### config.mk
export PLATFORM = sky130hd
export DESIGN_NAME = hb_mem_fetch
export DESIGN_NICKNAME = d
export VERILOG_FILES = /design/src/rtl/hb_mem_fetch.sv
export SDC_FILE = /design/constraint.sdc
export NUM_CORES = 1
export LEC_CHECK = 0
export CORE_MARGIN = 3
export CORE_UTILIZATION = 40
export DETAILED_ROUTE_END_ITERATION = 8
export PLACE_DENSITY = 0.62
export SKIP_LAST_GASP = 1
export SLEW_MARGIN = 10
export SYNTH_ARGS = -nofsm -noshare
export SYNTH_HDL_FRONTEND = slang
export SYNTH_SLANG_ARGS = --single-unit
### constraint.sdc
create_clock -name clk -period 10.6 [get_ports clk]
set_input_delay 2.12 -clock clk [delete_from_list [all_inputs] [get_ports clk]]
set_output_delay 2.12 -clock clk [all_outputs]
set_load 0.05 [all_outputs]
### src/rtl/hb_mem_fetch.sv
// hb_mem_fetch: read-burst engine between the HBM read port and the conv datapath.
// Walks base..base+N-1, captures words into a small FIFO, streams them out valid/ready.
//
// Ports:
//   clk, rst_n              clock, async active-low reset
//   start                   one-cycle request, sampled only in IDLE
//   base_addr, num_words    burst descriptor, latched with start
//   busy, done              status; done pulses once per finished burst
//   mem_r_addr, mem_r_data  registered read address, combinational read data
//   out_valid/_data/_last   FIFO head and last-beat marker
//   out_ready               consumer accept
module hb_mem_fetch #(
    parameter int ADDR_WIDTH = 20,
    parameter int DATA_WIDTH = 256,
    parameter int CNT_WIDTH  = 16,
    parameter int FIFO_DEPTH = 4
) (
    input  logic                  clk,
    input  logic                  rst_n,
    input  logic                  start,
    input  logic [ADDR_WIDTH-1:0] base_addr,
    input  logic [CNT_WIDTH-1:0]  num_words,
    output logic                  busy,
    output logic                  done,
    output logic [ADDR_WIDTH-1:0] mem_r_addr,
    input  logic [DATA_WIDTH-1:0] mem_r_data,
    output logic                  out_valid,
    output logic [DATA_WIDTH-1:0] out_data,
    output logic                  out_last,
    input  logic                  out_ready
);

    localparam int PW = (FIFO_DEPTH > 1) ? $clog2(FIFO_DEPTH) : 1;
    localparam int CW = PW + 1;

    localparam logic [1:0] S_IDLE  = 2'd0;
    localparam logic [1:0] S_FETCH = 2'd1;
    localparam logic [1:0] S_DRAIN = 2'd2;

    logic [1:0]            state_q, state_d;
    logic [ADDR_WIDTH-1:0] addr_q, addr_d;
    logic [CNT_WIDTH-1:0]  rem_q, rem_d;
    logic [PW-1:0]         wr_q, wr_d;
    logic [PW-1:0]         rd_q, rd_d;
    logic [CW-1:0]         cnt_q, cnt_d;

    logic [DATA_WIDTH-1:0] data_mem [FIFO_DEPTH];
    logic                  last_mem [FIFO_DEPTH];

    logic push;
    logic pop;
    logic fifo_full;
    logic fifo_empty;
    logic rem_is_one;

    // Full is judged on the count at the start of the cycle, so a
    // same-cycle pop never opens a slot for this cycle's push.
    assign fifo_full  = (cnt_q == CW'(FIFO_DEPTH));
    assign fifo_empty = (cnt_q == '0);
    assign rem_is_one = (rem_q == CNT_WIDTH'(1));

    assign push = (state_q == S_FETCH) && !fifo_full;
    assign pop  = !fifo_empty && out_ready;

    always_comb begin
        state_d = state_q;
        addr_d  = addr_q;
        rem_d   = rem_q;
        case (state_q)
            S_IDLE: begin
                if (start) begin
                    addr_d  = base_addr;
                    rem_d   = num_words;
                    state_d = (num_words == '0) ? S_DRAIN : S_FETCH;
                end
            end
            S_FETCH: begin
                if (push) begin
                    addr_d = addr_q + ADDR_WIDTH'(1);
                    rem_d  = rem_q - CNT_WIDTH'(1);
                    if (rem_is_one) begin
                        state_d = S_DRAIN;
                    end
                end
            end
            S_DRAIN: begin
                if (fifo_empty) begin
                    state_d = S_IDLE;
                end
            end
            default: begin
                state_d = S_IDLE;
            end
        endcase
    end

    always_comb begin
        wr_d  = wr_q;
        rd_d  = rd_q;
        cnt_d = cnt_q;
        if (push) begin
            wr_d = wr_q + PW'(1);
        end
        if (pop) begin
            rd_d = rd_q + PW'(1);
        end
        case ({push, pop})
            2'b10:   cnt_d = cnt_q + CW'(1);
            2'b01:   cnt_d = cnt_q - CW'(1);
            default: cnt_d = cnt_q;
        endcase
    end

    always_ff @(posedge clk or negedge rst_n) begin
        if (!rst_n) begin
            state_q <= S_IDLE;
            addr_q  <= '0;
            rem_q   <= '0;
            wr_q    <= '0;
            rd_q    <= '0;
            cnt_q   <= '0;
        end else begin
            state_q <= state_d;
            addr_q  <= addr_d;
            rem_q   <= rem_d;
            wr_q    <= wr_d;
            rd_q    <= rd_d;
            cnt_q   <= cnt_d;
        end
    end

    // Storage needs no reset: the head is masked whenever the FIFO is empty.
    always_ff @(posedge clk) begin
        if (push) begin
            data_mem[wr_q] <= mem_r_data;
            last_mem[wr_q] <= rem_is_one;
        end
    end

    assign busy       = (state_q != S_IDLE);
    assign done       = (state_q == S_DRAIN) && fifo_empty;
    assign mem_r_addr = addr_q;
    assign out_valid  = !fifo_empty;
    assign out_data   = fifo_empty ? '0 : data_mem[rd_q];
    assign out_last   = !fifo_empty && last_mem[rd_q];

endmodule

[After elaboration in Yosys (flattened, before gate mapping)]
Memory sizes are Yosys's and may differ from the RTL's.
Cells that the tools add are included.
Word-level totals
  memories kept: 2
  register bits after elaboration: 45
  bits in writable memories: 1028
  word-level logic and storage cells: 54
Operators by class
  eq/ne operators: 10
  $add $sub $neg: 6
  reductions and logical operators: 14
  muxes and demuxes: 16
Memory list
  data_mem: words 4, bits a word 256, read ports 1, clocked after memory_dff 0, write ports 1, line 47  | logic [DATA_WIDTH-1:0] data_mem [FIFO_DEPTH];
  last_mem: words 4, bits a word 1, read ports 1, clocked after memory_dff 0, write ports 1, line 48  | logic last_mem [FIFO_DEPTH];
Operators with widths (number)
  two-way mux 256 bit: 1
  two-way mux 20 bit: 2
  one-hot mux 20 bit (2 select lines): 1
  two-way mux 16 bit: 2
  one-hot mux 16 bit (2 select lines): 1
  adder 20 x 1 -> 20 bit (second input constant): 1
  equality test 16 x 1 -> 1 bit (second input constant): 1
  zero test 16 bit: 1
  subtractor 16 x 1 -> 16 bit (second input constant): 1
  two-way mux 2 bit: 5
  inequality test 2 bit (second input constant): 4
  one-hot mux 2 bit (3 select lines): 1
  one-hot mux 3 bit (2 select lines): 1
  nonzero test 2 bit: 3
  adder 2 x 1 -> 2 bit (second input constant): 2
  equality test 2 x 1 -> 1 bit (second input constant): 2
  equality test 2 bit (second input constant): 2
  logical AND 1 bit: 4
  AND reduction 4 bit: 1
  adder 3 x 1 -> 3 bit (second input constant): 1
  equality test 3 bit (second input constant): 1
  zero test 3 bit: 1
  AND reduction 3 bit: 1
  subtractor 3 x 1 -> 3 bit (second input constant): 1
  other kinds (3): 5

[Logic depth before layout (Yosys ltp)]
Gate-level depths: netlist of run 1.
  word-level depth: 5
  mapped depth: 11
  gate-level depth less buffers: 9

[Least setup slack after synthesis of run 1]
OpenSTA, ideal clock, no wires.
  kind: reg2reg
  start point: register state_q[1]
  end point: memory data_mem[0][0], enable pin
  arrival time: 6.862 ns
  required time: 9.948 ns
  setup slack: 3.086 ns
  stages on the path, launching flop included: 5
  setup time: 0.652 ns
  clock period less this slack: 7.514 ns
  cell sequence: dfrtp_1 nor2b_1 buf_2 clkbuf_1 and3_1
Between the ends
  cells in the longest elaborated chain, start to end: 4
Ends and longest elaborated chain
  start: declaration: line 40  | logic [1:0] state_q, state_d;
  start signal: assignment: line 123  | state_q <= state_d;
  equality test 2 x 1 -> 1 bit: line 62  | assign push = (state_q == S_FETCH) && !fifo_full;
  logical AND 1 bit: line 62
  two-way mux 1 bit: line 134  | if (push) begin
  two-way mux 1 bit (implied by the code): line 135  | data_mem[wr_q] <= mem_r_data;
  end: declaration: line 47
Every way passes these cells.

[Worst setup path after layout of run 1]
  start point: register rd_q[0]
  end point: output port out_data[245]
Between the ends
  cells in the longest elaborated chain, start to end: 2
Ends and longest elaborated chain
  start: declaration: line 44  | logic [PW-1:0] rd_q, rd_d;
  start signal: assignment: line 127  | rd_q <= rd_d;
  memory read (4 x 256 bit)
  two-way mux 256 bit: line 144  | assign out_data = fifo_empty ? '0 : data_mem[rd_q];
  end: declaration: line 28  | output logic [DATA_WIDTH-1:0] out_data,
Every way passes these cells.

==> run_results.csv, run 1 <==
group,metric,value,unit
critical_path,crit_required,8480,ps
grt,grt.busiest_layer,"met2",
grt,grt_pass1_wl,144000,um
clock_tree,cts_root_buffer,"clkbuf_16",
critical_path,rr_endpoint,"data_mem[2][193]",
route,post_drt_via_cell_ratio,5.24,
sta,skew,36.3,ps
grt,grt_use_met1,0.215,
min_path,hold_end,"cnt_q[2]",
route,drc,0,
sta,fmax,0.155,GHz
critical_path,r2r_slack,6180,ps
clock_tree,cts_tree,"yes",
synth,synth.distinct_cells,60,
grt,antenna_found_initial,16,
clock_tree,path_clk_slew,60,ps
critical_path,reg2reg_depth,4,
synth,syn_nets,2254,
placement,pre_cts_ws,4620,ps
min_path,hp-class,"reg2reg",
clock_tree,cts-htree-levels,3,
grt,grtUsageTotal,0.176,
run_status,status,"finished, final reports clean",
sta,final_hold_viol_count,0,
synth,synth_cells,1949,
clock_tree,clock_path_buffers,3,
final_layout,fin_cells,4025,
grt,grtUsageMet3,0.0556,
sta,finalCritPeriodShare,0.609,
placement,place_hpwl,58300,um
grt,met2_usage,0.302,
floorplan,die_x,328,um
final_layout,finalInstanceArea,52400,um2
placement,dp_cells,3812,
sta,fin_setup_tns,0,ps
placement,placed_cell_area,48800,um2
min_path,worstHoldStart,"cnt_q[2]",
sta,finalMaxSlewViolations,0,
floorplan,row_count,117,
route,drtIter0Drc,1478,
route,drtAntennaViolNets,0,
synth,synth_edf_count,1028,
placement,port_buffers,575,
critical_path,path_max_fanout,102,
critical_path,worstPathArrival,4330,ps
critical_path,path_class,"reg2out",
synth,synth_seq_cells,1073,
sta,finalSetupViolCount,0,
clock_tree,post_cts_buffers,0,
sta,period_needed,6450,ps
route,vias,21082,
floorplan,placeableCoreArea,102000,um2
final_layout,seqCellArea,32000,um2
floorplan,dieArea,108000,um2
sta,rsz0062_at_grt,"false",
clock_tree,hold_buffers,0,
final_layout,fill_cells,8108,
critical_path,critPathLaunchType,"register",
final_layout,layout-drive-gt1-share,0.175,
final_layout,area_delta_synth_final,26.4,%
floorplan,floorplan.initialDensity,0.405,
route,avgRoutedWirePerCell,23.6,um
sta,final.setup.worst_slack,4150,ps
grt,grt_pass1_vias,22193,
clock_tree,cts_sinks,1073,
min_path,whs_path_depth,1,
clock_tree,clk_latency,680,ps
synth,async_flop_share,0.0419,
synth,synthFlopType,"edfxtp_1",
sta,slew_headroom,0.151,
grt,grt_max_degree,143,
synth,seq_area_frac_synth,0.772,
critical_path,timing.rr.start,"state_q[0]",
route,drt_pre_antenna_iters,6,
synth,ys_warn_count,0,
floorplan,die_h,328,um
final_layout,multi_input_area,8980,um2
route,routed_wl,95100,um
synth,syn_area,41400,um2
synth,syn_area_per_cell,21.3,um2
run,drv_cap,0,
sta,worstMarginPinSlew,1270,ps
critical_path,worstSetupEndpointType,"output port",
floorplan,io_pins,576,
clock_tree,post_cts_resized,0,
placement,gp_congestion,0.877,
clock_tree,cts_buffers,110,
grt,grt_overflow,0,
final_layout,final_nets,2861,
==> how the worst max path moves through the flow <==
stage | startpoint | slack (ps) | end
2_1_floorplan | state_q[1] | 3090 | data_mem[0][0]
6_report | rd_q[0] | 4150 | out_data[245]
5_1_grt | rd_q[0] | 3720 | out_data[221]
3_3_place_gp | rd_q[0] | 4600 | out_data[237]
3_5_place_dp | rd_q[0] | 4620 | out_data[221]
4_1_cts | rd_q[0] | 3870 | out_data[221]
==> metrics by stage <==
step                utilization  hold slack, ps
floorplan                     -             451
global placement          0.477             484
detailed placement        0.477             504
CTS                       0.512             513
global route              0.512             520
finish                    0.512             516
==> synthesized netlist by cell type (4+ instances only) <==
master / count / share of area
or2_2: 7 / 0.0011
o21ai_0: 22 / 0.0027
nand3_1: 6 / 0.00072
buf_1: 12 / 0.0011
o31ai_1: 6 / 0.0011
edfxtp_1: 1028 / 0.74
nor2_1: 21 / 0.0019
a22oi_1: 14 / 0.0025
o22ai_1: 4 / 0.00060
clkbuf_1: 64 / 0.0058
nor4_1: 11 / 0.0017
ha_1: 8 / 0.0024
nor3_1: 18 / 0.0022
nand2_1: 21 / 0.0019
a21oi_1: 15 / 0.0018
mux4_2: 257 / 0.14
and3_1: 6 / 0.00091
dfrtp_1: 45 / 0.027
a311oi_1: 9 / 0.0019
and2_1: 261 / 0.039
buf_2: 30 / 0.0036
mux2i_1: 7 / 0.0017
inv_1: 17 / 0.0015
==> layout by cell type (no fill, tap or decap), types with 4 or more instances in the layout <==
master	netlist	routed
clkinv_1	1	29
clkbuf_1	64	18
clkinv_4	0	5
dfrtp_1	45	43
o22ai_1	4	4
clkinvlp_4	0	5
ha_1	8	8
or2_2	7	7
clkdlybuf4s50_1	0	574
buf_12	0	6
o21ai_0	22	22
clkbuf_16	0	116
a311oi_1	9	9
nor4_1	11	11
and3_4	0	4
clkinv_2	0	17
mux4_2	257	257
inv_1	17	17
nor2_1	21	21
nor3_1	18	18
edfxtp_1	1028	1028
o31ai_1	6	6
nand2_1	21	21
a22oi_1	14	14
buf_4	0	20
nand3_1	6	6
bufinv_16	0	8
diode_2	0	8
a21oi_1	15	15
and2_1	261	261
mux2i_1	7	7
==> flip-flops by register name, indices dropped and copies added (netlist names) <==
name / count
data_mem: 1024
mem_r_addr: 20
rem_q: 16
last_mem: 4
cnt_q: 3
rd_q: 2
state_q: 2
wr_q: 2
==> per-layer routing <==
| layer | vias up | routed length, um |
|---|---|---|
| li1 | 9194 | - |
| met1 | 11018 | 35800 |
| met2 | 689 | 49000 |
| met3 | 163 | 7850 |
| met4 | 18 | 2290 |
| met5 | - | 118 |
==> worst max-delay path, stage by stage (launching register included) <==
cell,delay [ps]
dfrtp_4,1060
buf_12,670
buf_4,460
mux4_2,560
and2_1,170
clkdlybuf4s50_1,700
==> cell families after synthesis <==
logic type / share of synthesized area
AO/OA/AOI/OAI: 0.0158
adder cells (fa/ha/maj): 0.00290
multiplexers: 0.141
AND/OR/NAND/NOR: 0.0547
flip-flops: 0.772
XOR/XNOR: 0.00127
buffers and inverters: 0.0121
==> final cells by class <==
type	instances	share of cell area
sequential	1073	0.611
multi-input combinational	752	0.171
timing repair buffer	601	0.115
clock buffer	136	0.0572
tap	1368	0.0327
clock inverter	69	0.0109
inverter	18	0.00139
antenna	8	0.000382
Power of run 1 is left out: the tool's default activity adds up to more than one toggle a clock period on the data nets, which glitch-free logic cannot reach.
==> inputs of run 2 (changes only) <==
--- a/config.mk
+++ b/config.mk
@@ -8,7 +8,7 @@
 export CORE_MARGIN = 3
 export CORE_UTILIZATION = 40
 export DETAILED_ROUTE_END_ITERATION = 8
-export PLACE_DENSITY = 0.62
+export PLACE_DENSITY = 0.65
 export SKIP_LAST_GASP = 1
 export SLEW_MARGIN = 10
 export SYNTH_ARGS = -nofsm -noshare
==> constraint.sdc (replaced) <==
create_clock -name clk -period 5.6 [get_ports clk]
set_input_delay 1.12 -clock clk [delete_from_list [all_inputs] [get_ports clk]]
set_output_delay 1.12 -clock clk [all_outputs]
set_load 0.05 [all_outputs]
==> run_results.csv, run 2 (synthesis results as in run 1) <==
group,metric,value,unit
placement,place_hpwl,63800,um
clock_tree,cts_sinks,1073,
clock_tree,cts_root_buffer,"clkbuf_16",
grt,grt_max_degree,148,
grt,antenna_found_initial,21,
route,vias,21385,
final_layout,final_nets,2922,
clock_tree,path_clk_slew,60,ps
min_path,hp-class,"reg2reg",
final_layout,layout-drive-gt1-share,0.190,
clock_tree,clk_latency,670,ps
placement,gp_congestion,0.847,
grt,grt_pass1_vias,23144,
critical_path,worstSetupEndpointType,"output port",
sta,finalSetupViolCount,0,
route,routed_wl,98300,um
clock_tree,hold_buffers,0,
grt,grt_overflow,0,
placement,placed_cell_area,49500,um2
clock_tree,post_cts_buffers,0,
clock_tree,cts_buffers,108,
final_layout,largest_reg_flops,1024,
grt,grtUsageTotal,0.181,
critical_path,path_max_fanout,147,
floorplan,die_h,328,um
critical_path,critPathLaunchType,"register",
grt,grt_pass1_wl,148000,um
final_layout,final_common_cell,"edfxtp_1",
sta,fmax,0.202,GHz
final_layout,final_util,0.516,
critical_path,timing.rr.start,"state_q[0]",
final_layout,regMostFlops,"data_mem",
min_path,whs_path_depth,1,
sta,period_needed,4950,ps
placement,port_buffers,575,
sta,finalMaxSlewViolations,0,
critical_path,rr_endpoint,"data_mem[3][199]",
run_status,status,"finished, final reports clean",
sta,rsz0062_at_grt,"false",
run,drv_cap,0,
route,drtAntennaViolNets,0,
sta,skew,22.9,ps
critical_path,path_class,"reg2out",
floorplan,die_x,328,um
floorplan,placeableCoreArea,102000,um2
clock_tree,cts-htree-levels,3,
clock_tree,cts_tree,"yes",
sta,worstMarginPinSlew,1100,ps
sta,finalCritPeriodShare,0.883,
final_layout,final_cell_mix,"1028 x edfxtp_1, 574 x clkdlybuf4s50_1, 261 x and2_1",
critical_path,worstPathArrival,3830,ps
final_layout,finalInstanceArea,52800,um2
min_path,worstHoldStart,"cnt_q[2]",
clock_tree,post_cts_resized,0,
critical_path,reg2reg_depth,5,
route,post_drt_via_cell_ratio,5.24,
clock_tree,clock_path_buffers,3,
sta,final_hold_viol_count,0,
floorplan,io_pins,576,
sta,fin_setup_tns,0,ps
critical_path,r2r_slack,2700,ps
route,drtIter0Drc,1562,
floorplan,floorplan.initialDensity,0.405,
route,drc,0,
min_path,hold_end,"cnt_q[2]",
route,drt_pre_antenna_iters,5,
route,avgRoutedWirePerCell,24.1,um
final_layout,area_delta_synth_final,27.3,%
sta,slew_headroom,0.267,
floorplan,dieArea,108000,um2
critical_path,crit_required,4480,ps
floorplan,row_count,117,
==> run 2: critical path, stage by stage (launching register included) <==
cell             delay [ps]
dfrtp_1                 430
nor3_1                  580
inv_6                   400
buf_12                  460
and2_1                  300
clkdlybuf4s50_1         720
==> run 2: cell type report <==
cell class                 count  area [um2]
antenna                       11        27.5
clock buffer                 136        2830
clock inverter                59         398
fill                        8070       49600
inverter                      18        72.6
multi-input combinational    752        8980
sequential                  1073       32000
tap                         1368        1710
timing repair buffer         664        6730
==> run 2: through the flow <==
step           hold slack (ps)  instances  setup WS (ps)
3_5_place_dp               494       3875           1410
6_report                   509       4081            655
2_1_floorplan              451       1949           1050
4_1_cts                    506       4070            659
5_1_grt                    536       4076            508
3_3_place_gp               483       3875           1420
==> run 2: worst max-delay path by stage <==
stage | endpoint | cells after the start | slack, ps | start
global route | out_data[24] | 5 | 510 | cnt_q[0]
CTS | out_data[115] | 4 | 660 | rd_q[0]
global placement | out_data[115] | 4 | 1420 | rd_q[0]
detailed placement | out_data[115] | 4 | 1410 | rd_q[0]
floorplan | data_mem[0][0] | 4 | 1050 | state_q[1]
finish | out_data[73] | 5 | 650 | cnt_q[0]
==> run 2: routing by layer <==
layer / share of wire / vias to the layer above / track usage
li1: - / 9321 / -
met1: 0.39 / 11225 / 0.226
met2: 0.52 / 675 / 0.313
met3: 0.065 / 146 / 0.0446
met4: 0.021 / 18 / 0.0546
met5: 0.0013 / - / 0
Power of run 2 is left out for the same reason.
